File: src/rtl/ysyx_22041207_ifu.sv
// ysyx_22041207_ifu
//
// Instruction fetch unit. It generates the fetch PC and issues one request at a
// time to the instruction memory. It hands one (inst, pc) pair per fetched
// instruction to the IF/ID pipeline register. A decode stall freezes the
// outputs. A branch/jump redirect from execute squashes any in-flight fetch and
// restarts fetching at the new address.
//
// Ports
//   clk, rst          : clock, synchronous active-high reset
//   stall             : downstream cannot accept, hold inst/pc/inst_valid
//   redirect          : restart fetch at redirect_pc (beats stall)
//   redirect_pc       : new 64-bit fetch address
//   imem_req_valid    : request valid (asserted only in REQ)
//   imem_req_ready    : memory accepts the request this cycle
//   imem_req_addr     : request address (always the current fetch_pc)
//   imem_resp_valid   : response valid, only looked at while in WAIT
//   imem_resp_data    : 32-bit instruction word
//   inst, pc          : instruction and its PC towards IF/ID
//   inst_valid        : inst/pc hold a live instruction

module ysyx_22041207_ifu #(
    parameter logic [63:0] RESET_PC = 64'h8000_0000
) (
    input  logic        clk,
    input  logic        rst,
    input  logic        stall,
    input  logic        redirect,
    input  logic [63:0] redirect_pc,
    output logic        imem_req_valid,
    input  logic        imem_req_ready,
    output logic [63:0] imem_req_addr,
    input  logic        imem_resp_valid,
    input  logic [31:0] imem_resp_data,
    output logic [31:0] inst,
    output logic [63:0] pc,
    output logic        inst_valid
);

    typedef enum logic [1:0] {
        IDLE,
        REQ,
        WAIT,
        HOLD
    } state_t;

    state_t      state, state_n;
    logic [63:0] fetch_pc, fetch_pc_n;
    logic        drop, drop_n;
    logic [31:0] hold_inst;
    logic [63:0] hold_pc;

    logic        capture;
    logic        deliver;
    logic [31:0] deliver_inst;
    logic [63:0] deliver_pc;

    // The request is simply the current fetch PC while REQ is active, so the
    // address stays stable under backpressure until a redirect changes fetch_pc.
    assign imem_req_valid = (state == REQ);
    assign imem_req_addr  = fetch_pc;

    // Next-state logic. A redirect overrides everything except reset. Any
    // request the memory has already accepted is remembered through 'drop', so
    // the one response still owed to us is swallowed and never delivered.
    always_comb begin
        state_n      = state;
        fetch_pc_n   = fetch_pc;
        drop_n       = drop;
        capture      = 1'b0;
        deliver      = 1'b0;
        deliver_inst = hold_inst;
        deliver_pc   = hold_pc;

        if (redirect) begin
            fetch_pc_n = redirect_pc;
            case (state)
                IDLE: begin
                    state_n = REQ;
                    drop_n  = 1'b0;
                end
                REQ: begin
                    // A handshake in the redirect cycle still leaves a response
                    // owed to us, and that response belongs to the old path.
                    if (imem_req_ready) begin
                        state_n = WAIT;
                        drop_n  = 1'b1;
                    end
                end
                WAIT: begin
                    if (imem_resp_valid) begin
                        state_n = REQ;
                        drop_n  = 1'b0;
                    end else begin
                        drop_n  = 1'b1;
                    end
                end
                HOLD: begin
                    state_n = REQ;
                end
                default: begin
                    state_n = IDLE;
                end
            endcase
        end else begin
            case (state)
                IDLE: begin
                    state_n = REQ;
                end
                REQ: begin
                    if (imem_req_ready) begin
                        state_n = WAIT;
                    end
                end
                WAIT: begin
                    if (imem_resp_valid) begin
                        if (drop) begin
                            // fetch_pc already holds the redirect target
                            drop_n  = 1'b0;
                            state_n = REQ;
                        end else begin
                            fetch_pc_n = fetch_pc + 64'd4;
                            if (stall) begin
                                capture = 1'b1;
                                state_n = HOLD;
                            end else begin
                                deliver      = 1'b1;
                                deliver_inst = imem_resp_data;
                                deliver_pc   = fetch_pc;
                                state_n      = REQ;
                            end
                        end
                    end
                end
                HOLD: begin
                    if (!stall) begin
                        deliver = 1'b1;
                        state_n = REQ;
                    end
                end
                default: begin
                    state_n = IDLE;
                end
            endcase
        end
    end

    // FSM state, fetch PC and drop flag
    always_ff @(posedge clk) begin
        if (rst) begin
            state    <= IDLE;
            fetch_pc <= RESET_PC;
            drop     <= 1'b0;
        end else begin
            state    <= state_n;
            fetch_pc <= fetch_pc_n;
            drop     <= drop_n;
        end
    end

    // Hold buffer. It parks a response that arrived while decode was stalled.
    always_ff @(posedge clk) begin
        if (rst) begin
            hold_inst <= 32'd0;
            hold_pc   <= 64'd0;
        end else if (capture) begin
            hold_inst <= imem_resp_data;
            hold_pc   <= fetch_pc;
        end
    end

    // Output register towards IF/ID. Under stall everything is frozen. Without
    // stall, inst_valid drops to zero in any cycle with nothing new to deliver.
    always_ff @(posedge clk) begin
        if (rst) begin
            inst       <= 32'd0;
            pc         <= 64'd0;
            inst_valid <= 1'b0;
        end else if (redirect) begin
            inst_valid <= 1'b0;
        end else if (!stall) begin
            if (deliver) begin
                inst       <= deliver_inst;
                pc         <= deliver_pc;
                inst_valid <= 1'b1;
            end else begin
                inst_valid <= 1'b0;
            end
        end
    end

endmodule

File: config.mk
export PLATFORM = sky130hd
export DESIGN_NAME = ysyx_22041207_ifu
export DESIGN_NICKNAME = d
export VERILOG_FILES = /design/src/rtl/ysyx_22041207_ifu.sv
export SDC_FILE = /design/constraint.sdc
export NUM_CORES = 1
export LEC_CHECK = 0
export ABC_CLOCK_PERIOD_IN_PS = 5300
export CAP_MARGIN = 20
export CORE_MARGIN = 2
export CORE_UTILIZATION = 30
export DETAILED_ROUTE_END_ITERATION = 8
export GPL_ROUTABILITY_DRIVEN = 0
export SETUP_SLACK_MARGIN = 0.02
export SLEW_MARGIN = 15
export SYNTH_ARGS = -nofsm -noshare
export SYNTH_HDL_FRONTEND = slang
export SYNTH_SLANG_ARGS = --single-unit
File: constraint.sdc
create_clock -name clk -period 5.3 [get_ports clk]
set_input_delay 1.06 -clock clk [delete_from_list [all_inputs] [get_ports clk]]
set_output_delay 1.06 -clock clk [all_outputs]
set_load 0.005 [all_outputs]
==> results by stage, run 1 <==
Run status:
- The run finished with clean final reports.

Drt:
- The antenna violation net count after detailed routing is 0.
- The initial detailed-routing violation count is 690.
- The wire length per cell is 17.6 µm.
- For this block, the routed nets add up to 38.9 mm of wire.
- Using the TritonRoute via totals, the vias-per-cell ratio works out to 5.17.
- For this run, the detailed router's first-pass iteration total came to 5.
- For this run, design rule violations remaining after detail routing come to 0.
- For this block, the via count after detailed routing is 11.4k.

Clock tree:
- The number of buffers inserted by post-CTS setup repair is 0.
- Clock tree synthesis inserted a total of 30 buffers.
- The cell at the root of the clock tree is clkbuf_16.
- The depth of the CTS H-tree is 1.
- CTS saw 260 sinks.
- TritonCTS built the clock tree.
- The source-to-sink clock delay at the later pin of the worst-skew pair is 0.57 ns.
- The clock input transition at the sequential cells of the worst setup and hold paths is 0.06 ns.
- The longest clock path from root to sink contains 3 buffers.
- The hold-fix buffer count after cts is 0.
- Once the clock tree was built, the resizer swapped 0 gates to a different size.

Logic synthesis:
- Dividing the synthesized area by the synthesized cell count gives 7.71 µm².
- Yosys mapped a number of flops with a built-in enable equal to 0.
- The most used flip-flop cell after synthesis is dfxtp_1.
- After synthesis, the share of flip-flops with an asynchronous set or reset is 0%.
- After synthesis, flip-flops and latches occupy 45.5% of the total area.
- The top cell type by area accounts for 45.5% of the synthesized area.
- The synthesized netlist cell count is 1485.
- The number of warnings printed during yosys synthesis is 0.
- After synthesis, the cell types taking the most area are dfxtp_1 45%, nand2_1 14%, a311oi_1 8.6%, nor2_1 5.4%, a21oi_1 4.6%.
- The number of distinct library cells after synthesis is 54.
- The most area-hungry cell type in the Yosys netlist is dfxtp_1.
- The post-synthesis register bit count is 260.
- Counting every net in the synthesized netlist gives 1591.
- The synthesized netlist occupies a cell area of 11400 µm².

Pwr:
- Power spread over the standard cell area amounts to 300 nW/µm².
- The maximum resistive drop on vdd is 0.293 mV.
- The analysis attributes to cell leakage a power of 4.66 nW.
- The overall power after layout is 4.64 mW.

Final layout:
- The final core utilization is 41.1%.
- Compared with the post-synthesis result, the final layout area differs by 35.1%.
- The post-route netlist has 4.44% of its cells at a drive strength greater than 1.
- The non-filler instance count after layout is 2203.
- After routing the design area is 15500 µm².
- The net count of the finished layout is 1772.

STA:
- Setup repair after global routing left no endpoint under its margin.
- The final hold violation count is 0.
- Clock skew on the completed layout was measured at 0.0242 ns.
- The final worst-path setup slack is 1.38 ns.
- The minimum clock period after layout is 3.92 ns.
- Adding up every negative setup slack in the final design gives 0 ns.
- The count of pins over their slew limit is 0.
- Based on the critical path, the design can be clocked at up to 0.255 GHz.
- The setup-violating endpoint count in the final report is 0.
- The transition time at the pin with the least slew margin is 1.08 ns.
- The final worst hold slack is 0.452 ns.
- The share of the clock period used by the worst path is 73.9%.
- The relative slew slack is 28.0%.

Global route:
- The number of antenna violations at the first check in global routing was 4.
- Entering global routing, the biggest net connects 171 pins.
- Global routing used 19.1% of the available tracks across all layers.
- The layer flagged by global routing as most heavily used is met2.
- The met2 routing resource usage after global routing is 31.5%.
- The routing usage on met1 is 24.8%.
- The number of global-route vias before repair is 10.8k.
- For this run, global-route usage on met3 was measured as 4.10%.
- The final global-route overflow total is 0.
- The global-route wire length before repair is 60.2 mm.

Critical path:
- The worst setup path is captured at a flip-flop.
- The data arrival time of the critical path is 4.39 ns.
- In this run the worst path has a maximum fanout of 25.
- The signal on the critical path passes through clkdlybuf4s50_1 -> nand3b_4 -> or4_1 -> or4_1 -> or4_1 -> a311oi_1.
- STA classifies the critical path startpoint as an input pin.
- The cell type of the slowest stage on the worst timing path is or4_1.
- The number of buffer and inverter instances along the worst setup path is 1.
- Among cell families on the critical path, the largest total delay comes from simple AND/OR/NAND/NOR gates.
- On the worst path, the slowest cell contributes a delay of 0.84 ns.
- The type of the worst setup path is in -> reg.
- By instance count, the cell type seen most on the critical path is or4_1.
- Data on the critical path is required at its endpoint by 5.77 ns.

Placed design:
- Prior to clock tree synthesis, the placed netlist has a worst setup slack of 0.762 ns.
- The count of input and output buffers is 263.
- After detailed placement, the total cell area comes to 14400 µm².
- After detailed placement, the design holds a cell count of 2144.
- The wire-length estimate of the detail-placed layout is 26.0 mm.

Floorplanning:
- The die height is 199 µm.
- The area inside the core boundary is 37600 µm².
- 264 I/O pins were placed.
- Once the floorplan was initialized, standard cells occupied 30.4% of the core.
- The floorplan step defined a die boundary enclosing 39700 µm².
- The x dimension of the die is 199 µm.
- In this run the core area contains 71 standard-cell rows.

Min path:
- The kind of path behind the tightest hold check is reg -> reg.

Run:
- The count of max-cap constraint violations is 0.
==> worst register-to-register path, cell delays in order (launching register included) <==
cell and delay (ns):
dfxtp_1 0.34, inv_1 0.07, ha_1 0.30, nand3b_4 0.33
or4_1 0.85, or4_1 0.77, or4_1 0.53, a311oi_1 0.27
==> synthesized netlist by cell type, drive strengths merged (5+ instances only) <==
cell / number
nor4: 15
o31ai: 13
and4: 7
or3: 11
xnor2: 22
xor2: 11
nor3: 20
nor2: 165
a311oi: 113
dfxtp: 260
and2: 5
clkbuf: 113
inv: 10
buf: 16
and3: 10
o21ai: 8
a211oi: 28
nand2: 427
a21oi: 106
nor2b: 5
nand3: 28
or4: 21
nand4: 29
==> routing by layer <==
metal	routed length (µm)	share of wire [%]
met1	17100	44
met2	18200	47
met3	2630	6.8
met4	910	2.3
met5	13	0.033
==> cells in the final DEF, fill, tap and decap left out, drive strengths merged, types with 2 or more instances in the layout <==
| master | n |
|---|---|
| bufinv | 5 |
| a2111oi | 4 |
| diode | 3 |
| ha | 4 |
| xnor2 | 22 |
| or3 | 11 |
| nor2b | 5 |
| and3 | 10 |
| or2 | 2 |
| nor2 | 165 |
| a21oi | 106 |
| o2111a | 2 |
| a211oi | 28 |
| o21ai | 8 |
| o211a | 3 |
| and2 | 5 |
| xor2 | 11 |
| mux2i | 4 |
| nor3 | 20 |
| inv | 9 |
| o31ai | 13 |
| nand4 | 29 |
| and3b | 2 |
| clkdlybuf4s50 | 261 |
| buf | 16 |
| nand3 | 28 |
| a32oi | 2 |
| o211ai | 3 |
| or4 | 21 |
| clkinv | 13 |
| and4 | 7 |
| a311oi | 113 |
| dfxtp | 260 |
| clkbuf | 39 |
| nand2 | 427 |
| nor4 | 15 |
==> final cells by class <==
type	count	area, µm²
fillers	3814	22100
multi-input cells	1085	5730
flip-flops and latches	260	5200
repair buffers	278	2830
clock buffers	38	791
well taps	511	639
clock inverters	17	224
inverters	11	42.5
diodes	3	7.51
==> path summary, 6_finish.rpt <==
| kind | startpoint | end | slack, ns | cells past startpoint |
|---|---|---|---|---|
| worst min-delay path | hold_pc[47] | hold_pc[47] | 0.45 | 2 |
| worst max register to register | state[0] | imem_req_addr[54] | 1.75 | 7 |
| worst max-delay path | imem_resp_valid | imem_req_addr[54] | 1.38 | 6 |
| worst min register to register | hold_pc[47] | hold_pc[47] | 0.45 | 2 |
==> flip-flops by register name, summed over array words and instances, names as in the netlist <==
register and flops:
inst_valid 1, hold_inst 32, state 2, hold_pc 64, pc 64, drop 1
inst 32, imem_req_addr 64
==> cells by family after synthesis <==
kind of cell	share of synthesized area [%]
simple gates	28.4
compound gates	18.2
flops	45.5
buf+inv	4.63
xor+xnor	2.53
mux	0.350
fa+ha+maj	0.437
==> power breakdown <==
part | internal (mW) | switching (mW)
Combinational | 0.212 | 0.178
Sequential | 2.01 | 0.0928
Clock | 1.30 | 0.851
(Power assumes the default switching activity.)
==> inputs of run 2 (changes only) <==
--- a/config.mk
+++ b/config.mk
@@ -5,7 +5,7 @@
 export SDC_FILE = /design/constraint.sdc
 export NUM_CORES = 1
 export LEC_CHECK = 0
-export ABC_CLOCK_PERIOD_IN_PS = 5300
+export ABC_CLOCK_PERIOD_IN_PS = 3700
 export CAP_MARGIN = 20
 export CORE_MARGIN = 2
 export CORE_UTILIZATION = 30
==> constraint.sdc (replaced) <==
create_clock -name clk -period 3.7 [get_ports clk]
set_input_delay 0.74 -clock clk [delete_from_list [all_inputs] [get_ports clk]]
set_output_delay 0.74 -clock clk [all_outputs]
set_load 0.005 [all_outputs]
==> results by stage, run 2 (synthesis gave the netlist of run 1 again) <==
Run status:
- The run finished with clean final reports.

Floorplanning:
- The initial core utilization is 30.4%.
- The floorplan step set the die width to 199 µm.
- The initialized floorplan defines 71 standard-cell rows.
- The number of I/O pins is 264.
- In this run the vertical extent of the chip is 199 µm.
- The total area inside the core boundary comes to 37600 µm².
- The overall die area is 39700 µm².

Pwr:
- The maximum resistive drop on vdd is 0.327 mV.
- Power spread over the standard cell area amounts to 431 nW/µm².
- The leakage power is 4.79 nW.

Global route:
- The number of antenna violations at the first check in global routing was 3.
- The pin count of the biggest net entering global routing is 87.
- The global-route wire length before repair is 60.0 mm.
- For this run the aggregate overflow at the end of global routing stands at 0.
- The number of global-route vias before repair is 10.7k.
- The global-route usage over all layers is 19.0%.

Clock tree:
- The total number of clock tree sinks is 260.
- For this design, the CTS-stage hold fixing added 0 buffers.
- Counting the buffers created by CTS gives 31.
- The source-to-sink clock delay at the later pin of the worst-skew pair is 0.57 ns.
- The root buffer cell chosen for the clock tree is clkbuf_16.
- Once the clock tree was built, the setup fixing pass inserted 0 buffers.
- The maximum root-to-sink buffer count is 3.
- In this run the number of H-tree levels came out at 1.
- The clock input transition at the sequential cells of the worst setup and hold paths is 0.06 ns.
- TritonCTS built the clock tree.
- The number of gates resized after cts is 0.

Drt:
- For this block, the routed nets add up to 39.2 mm of wire.
- Summing over every cut layer, the via total after detailed routing is 11.4k.
- The initial detailed-routing violation count is 754.
- Dividing the detail-routed wire length by the instance count gives 17.6 µm.
- The average vias per placed instance is 5.12.
- The first-pass iteration count of the detailed router is 7.
- The detail route stage leaves a number of antenna-violating nets equal to 0.
- After detailed routing, the number of remaining DRC violations is 0.

Final layout:
- The library cells used most frequently in the layout, excluding fill and tap cells, are 426 x nand2_1, 261 x clkdlybuf4s50_1, 260 x dfxtp_1, 165 x nor2_1, 113 x a311oi_1.
- The post-route cell area is 15600 µm².
- Summing all flip-flop and latch instances after layout gives 5200 µm².
- Cells with a size suffix above 1 make up 6.07% of the layout.
- The final core utilization is 41.6%.
- The filler cell count is 3805.
- Relative to the synthesized area, the layout overhead comes to 36.6%.
- The leading cell type in the layout, fill and taps excluded is nand2_1.
- The number of nets in the finished design is 1794.
- The area of the multi-input gates is 5730 µm².

Critical path:
- The destination of the worst register-to-register timing path is imem_req_addr[47].
- The data arrival time of the critical path is 3.61 ns.
- The start of the worst register-to-register path is imem_req_addr[6].
- The worst-case register-to-register setup slack is 0.57 ns.
- The startpoint of the most critical setup path is imem_req_addr[6].
- The timing endpoint of the critical path is imem_req_addr[47].
- The type of the worst setup path is reg -> reg.
- The largest fanout on the critical path is 10.
- The required arrival time at the worst endpoint is 4.18 ns.
- The number of cells on the worst reg-to-reg path is 5.
- The critical path endpoint category is a flip-flop.
- The worst setup path is launched from a flip-flop.

Placed design:
- After detailed placement, the total cell area comes to 14600 µm².
- After legalization and detailed placement, the total HPWL measured 26.8 mm.
- The count of buffers added on input and output ports is 263.

Min path:
- The kind of path behind the tightest hold check is reg -> reg.

STA:
- The count of pins over their slew limit came to 0.
- The transition time at the pin with the least slew margin is 0.937 ns.
- The total negative setup slack is 0 ns.
- Derived from the worst setup path, the maximum achievable clock frequency is 0.319 GHz.
- The minimum clock period after layout is 3.13 ns.
- Hold timing on the final database bottoms out at a slack of 0.453 ns.
- The share of the clock period used by the worst path is 84.6%.
- The final hold violation count is 0.
- The clock skew is 0.0235 ns.
- The relative slew slack is 36.9%.
- Setup violations remaining at the end of the flow were counted as 0.
- Setup repair after global routing left no endpoint under its margin.

Run:
- The count of max-cap constraint violations is 0.
run 2: layout make-up:
cell class | instances | area share [%]
diodes | 2 | 0.0320
clock buffers | 37 | 5.36
clock inverters | 21 | 1.45
inverters | 11 | 0.272
multi-input cells | 1085 | 36.6
flip-flops and latches | 260 | 33.3
well taps | 511 | 4.09
repair buffers | 299 | 18.9
run 2: report_power, final:
part           total (mW)  internal (mW)  switching [mW]
combinational       0.592          0.314           0.278
clock                3.16           1.90            1.26
sequential           2.99           2.87           0.119
run 2: how the worst min path moves through the flow:
stage	end	slack (ns)	depth (start not counted)	from
final	hold_inst[6]	0.45	2	hold_inst[6]
after global routing	hold_pc[50]	0.47	2	hold_pc[50]
after CTS	hold_inst[18]	0.46	2	hold_inst[18]
after detailed placement	hold_pc[6]	0.45	2	hold_pc[6]
after global placement	hold_inst[3]	0.44	2	hold_inst[3]
after floorplan	hold_inst[0]	0.44	2	hold_inst[0]
run 2: per-layer routing:
layer	global-route usage, %	share of wire [%]	up-vias
met3	3.02	6.4	71
met5	0	0.041	-
li1	-	-	5622
met1	25.9	45	5348
met2	30.6	46	352
met4	6.33	2.9	2
run 2: critical path: stages (launching register included):
cell,delay [ns]
dfxtp_1,0.48
nand4_2,0.35
nor4_1,0.89
nand2_1,0.50
or4_1,0.59
a311oi_1,0.24
run 2: per-stage QoR:
stage | power (mW) | setup slack, ns | cells
2_1_floorplan | 3.26 | 0.911 | 1485
3_3_place_gp | 3.64 | 0.139 | 2166
3_5_place_dp | 3.65 | 0.0789 | 2166
4_1_cts | 6.81 | 0.481 | 2224
5_1_grt | 6.99 | 0.165 | 2226
6_report | 6.74 | 0.569 | 2226
==> inputs of run 3 (changes only) <==
--- a/config.mk
+++ b/config.mk
@@ -5,7 +5,7 @@
 export SDC_FILE = /design/constraint.sdc
 export NUM_CORES = 1
 export LEC_CHECK = 0
-export ABC_CLOCK_PERIOD_IN_PS = 3700
+export ABC_CLOCK_PERIOD_IN_PS = 3000
 export CAP_MARGIN = 20
 export CORE_MARGIN = 2
 export CORE_UTILIZATION = 30
==> constraint.sdc (replaced) <==
create_clock -name clk -period 3 [get_ports clk]
set_input_delay 0.6 -clock clk [delete_from_list [all_inputs] [get_ports clk]]
set_output_delay 0.6 -clock clk [all_outputs]
set_load 0.005 [all_outputs]
==> results by stage, run 3 (synthesis gave the netlist of run 1 again) <==
Run status:
- The run finished with clean final reports.

Critical path:
- The largest fanout on the critical path is 5.
- The critical path endpoint category is a flip-flop.
- The type of the worst setup path is reg -> reg.
- Traced cell by cell, the critical path runs through inv_1 -> ha_1 -> nand3b_4 -> or4_1 -> or4_1 -> or4_1 -> a311oi_1.
- The largest incremental delay on the critical path is 0.67 ns.
- Counting stages on the worst path, the most repeated cell is or4_1.
- STA classifies the critical path startpoint as a flip-flop.
- The startpoint identified for the worst register-to-register timing path is state[0].
- The data arrival time of the critical path is 3.24 ns.
- For the worst setup path, the data required time is 3.47 ns.
- The cell type of the slowest stage on the worst timing path is or4_1.
- Counting both buffers and inverters, the worst setup path holds a total of 1.
- The number of cells on the worst reg-to-reg path is 7.
- The cell family contributing the most delay on the critical path is simple AND/OR/NAND/NOR gates.
- The destination of the worst register-to-register timing path is imem_req_addr[46].
- The worst register-to-register path has a setup slack of 0.23 ns.

STA:
- The count of pins over their slew limit is 0.
- The worst pin sits at a relative slew slack of 49.3%.
- The share of the clock period used by the worst path is 92.3%.
- The final hold violation count came to 0.
- Setup violations remaining at the end of the flow were counted as 0.
- The minimum clock period after layout is 2.77 ns.
- At the pin with the least slew margin, the transition time is 0.761 ns.
- The final worst hold slack is 0.455 ns.
- Setup repair after global routing left no endpoint under its margin.
- The highest clock rate is 0.361 GHz.
- The clock arrives with 0.0168 ns of skew.

Drt:
- In the routed layout, each cell is associated on average with a via count of 5.13.
- The number of remaining DRC errors is 0.
- The antenna violation net count after detailed routing is 0.
- The first routing iteration left 807 violations.
- The wire length per cell is 17.4 µm.
- Detailed routing inserted a total of 11.6k vias.
- The first-pass iteration count of the detailed router is 5.
- The aggregate routed wire length is 39.5 mm.

Pwr:
- The maximum resistive drop on vdd is 0.345 mV.
- The sequential power share is 45.5%.
- The net switching power figure is 1.96 mW.
- The power density over the cells is 503 nW/µm².
- For this design the static power due to leakage is 4.97 nW.
- The portion of total power attributed to the clock network is 44.2%.
- Cell internal power was estimated by the tool at 6.04 mW.
- The net switching share of the total power is 24.5%.
- The combinational share of power is 10.3%.

Clock tree:
- The clock input transition at the sequential cells of the worst setup and hold paths is 0.06 ns.
- The depth of the CTS H-tree is 1.
- The number of buffers created by CTS is 30.
- The total number of clock tree sinks is 260.
- The clock passes through at most 3 buffers.
- For this design, the CTS-stage hold fixing added 0 buffers.
- The cell at the root of the clock tree is clkbuf_16.
- The source-to-sink clock delay at the later pin of the worst-skew pair is 0.56 ns.
- Once the clock tree was built, the setup fixing pass inserted 0 buffers.
- The number of gates resized after cts is 0.
- The TritonCTS clock tree is built.

Final layout:
- Compared with the post-synthesis result, the final layout area differs by 39.1%.
- The library cells used most frequently in the layout, excluding fill and tap cells, are 426 x nand2_1, 261 x clkdlybuf4s50_1, 260 x dfxtp_1, 165 x nor2_1, 113 x a311oi_1.
- Leaving out fill and tap cells, the most frequent cell in the layout is nand2_1.
- The filler cell count is 3805.
- Once layout is complete, the utilization of the core stands at 42.4%.
- At the end of the flow, the number of nets in the layout was 1840.
- The fraction of final layout cells sized beyond drive strength 1 is 7.92%.

Floorplanning:
- In this run the count of I/O pins placed on the die edge is 264.
- The x dimension of the die is 199 µm.
- The die covers 39700 µm².
- The row count is 71.
- The total area inside the core boundary comes to 37600 µm².
- The initial core utilization is 30.4%.
- The die height is 199 µm.

Min path:
- The worst hold path terminates at hold_pc[28].
- The worst hold path passes through 2 cells.
- In this run the worst hold path is classified as reg -> reg.
- The startpoint identified for the worst hold timing path is hold_pc[28].

Global route:
- The first global-routing pass estimated 60.7 mm of wire.
- The number of antenna violations at the first check in global routing was 4.
- The number of global-route vias before repair is 10.9k.
- The total overflow left after global routing is 0.
- The global-route usage over all layers is 19.4%.
- Entering global routing, the biggest net connects 129 pins.

Placed design:
- The count of input and output buffers is 263.
- The wire-length estimate of the detail-placed layout is 27.6 mm.

Run:
- The count of max-cap constraint violations is 0.
-- run 3: power groups by stage --
stage	clock network [mW]	registers (mW)	logic, mW
2_1_floorplan	0	3.72	0.310
3_3_place_gp	0	3.72	0.821
3_5_place_dp	0	3.72	0.825
4_1_cts	3.63	3.64	0.830
5_1_grt	3.78	3.66	0.893
6_report	3.53	3.65	0.824
-- run 3: how the worst max path moves through the flow --
stage	start	endpoint	slack [ns]	cells past startpoint
6_report	state[0]	imem_req_addr[46]	0.23	7
5_1_grt	state[0]	imem_req_addr[8]	0.05	9
4_1_cts	state[0]	imem_req_addr[46]	0.24	7
3_5_place_dp	imem_resp_valid	imem_req_addr[46]	-0.29	6
3_3_place_gp	imem_resp_valid	imem_req_addr[54]	-0.29	6
2_1_floorplan	state[0]	imem_req_addr[46]	0.30	8
-- run 3: tightest hold or removal path: stages (launching register included) --
cell and delay (ns):
dfxtp_1 0.31, nand2_1 0.05, a21oi_1 0.05
-- run 3: final cells by class --
type	instances	area [µm²]	area share [%]
inverters	11	42.5	0.267
flip-flops and latches	260	5200	32.7
diodes	4	10.0	0.0629
clock buffers	45	868	5.45
multi-input cells	1085	5730	36.0
repair buffers	346	3350	21.1
well taps	511	639	4.02
clock inverters	9	75.1	0.472
-- run 3: through the flow --
step	power [mW]	area, µm²	setup TNS, ns	std cells	setup WS [ns]
finish	8.00	15900	0	2271	0.232
global route	8.33	15900	0	2270	0.0470
CTS	8.10	15900	0	2267	0.238
detailed placement	4.54	15000	-1.53	2213	-0.292
global placement	4.54	15000	-1.12	2213	-0.290
floorplan	4.03	11400	0	1485	0.297
-- run 3: per-layer routing --
metal  vias to the layer above  wire (µm)  track usage [%]
li1                       5713          -                -
met1                      5494      17200             25.4
met2                       376      18500             31.7
met3                        62       2920             3.85
met4                         2        866             6.52
met5                         -         13                0
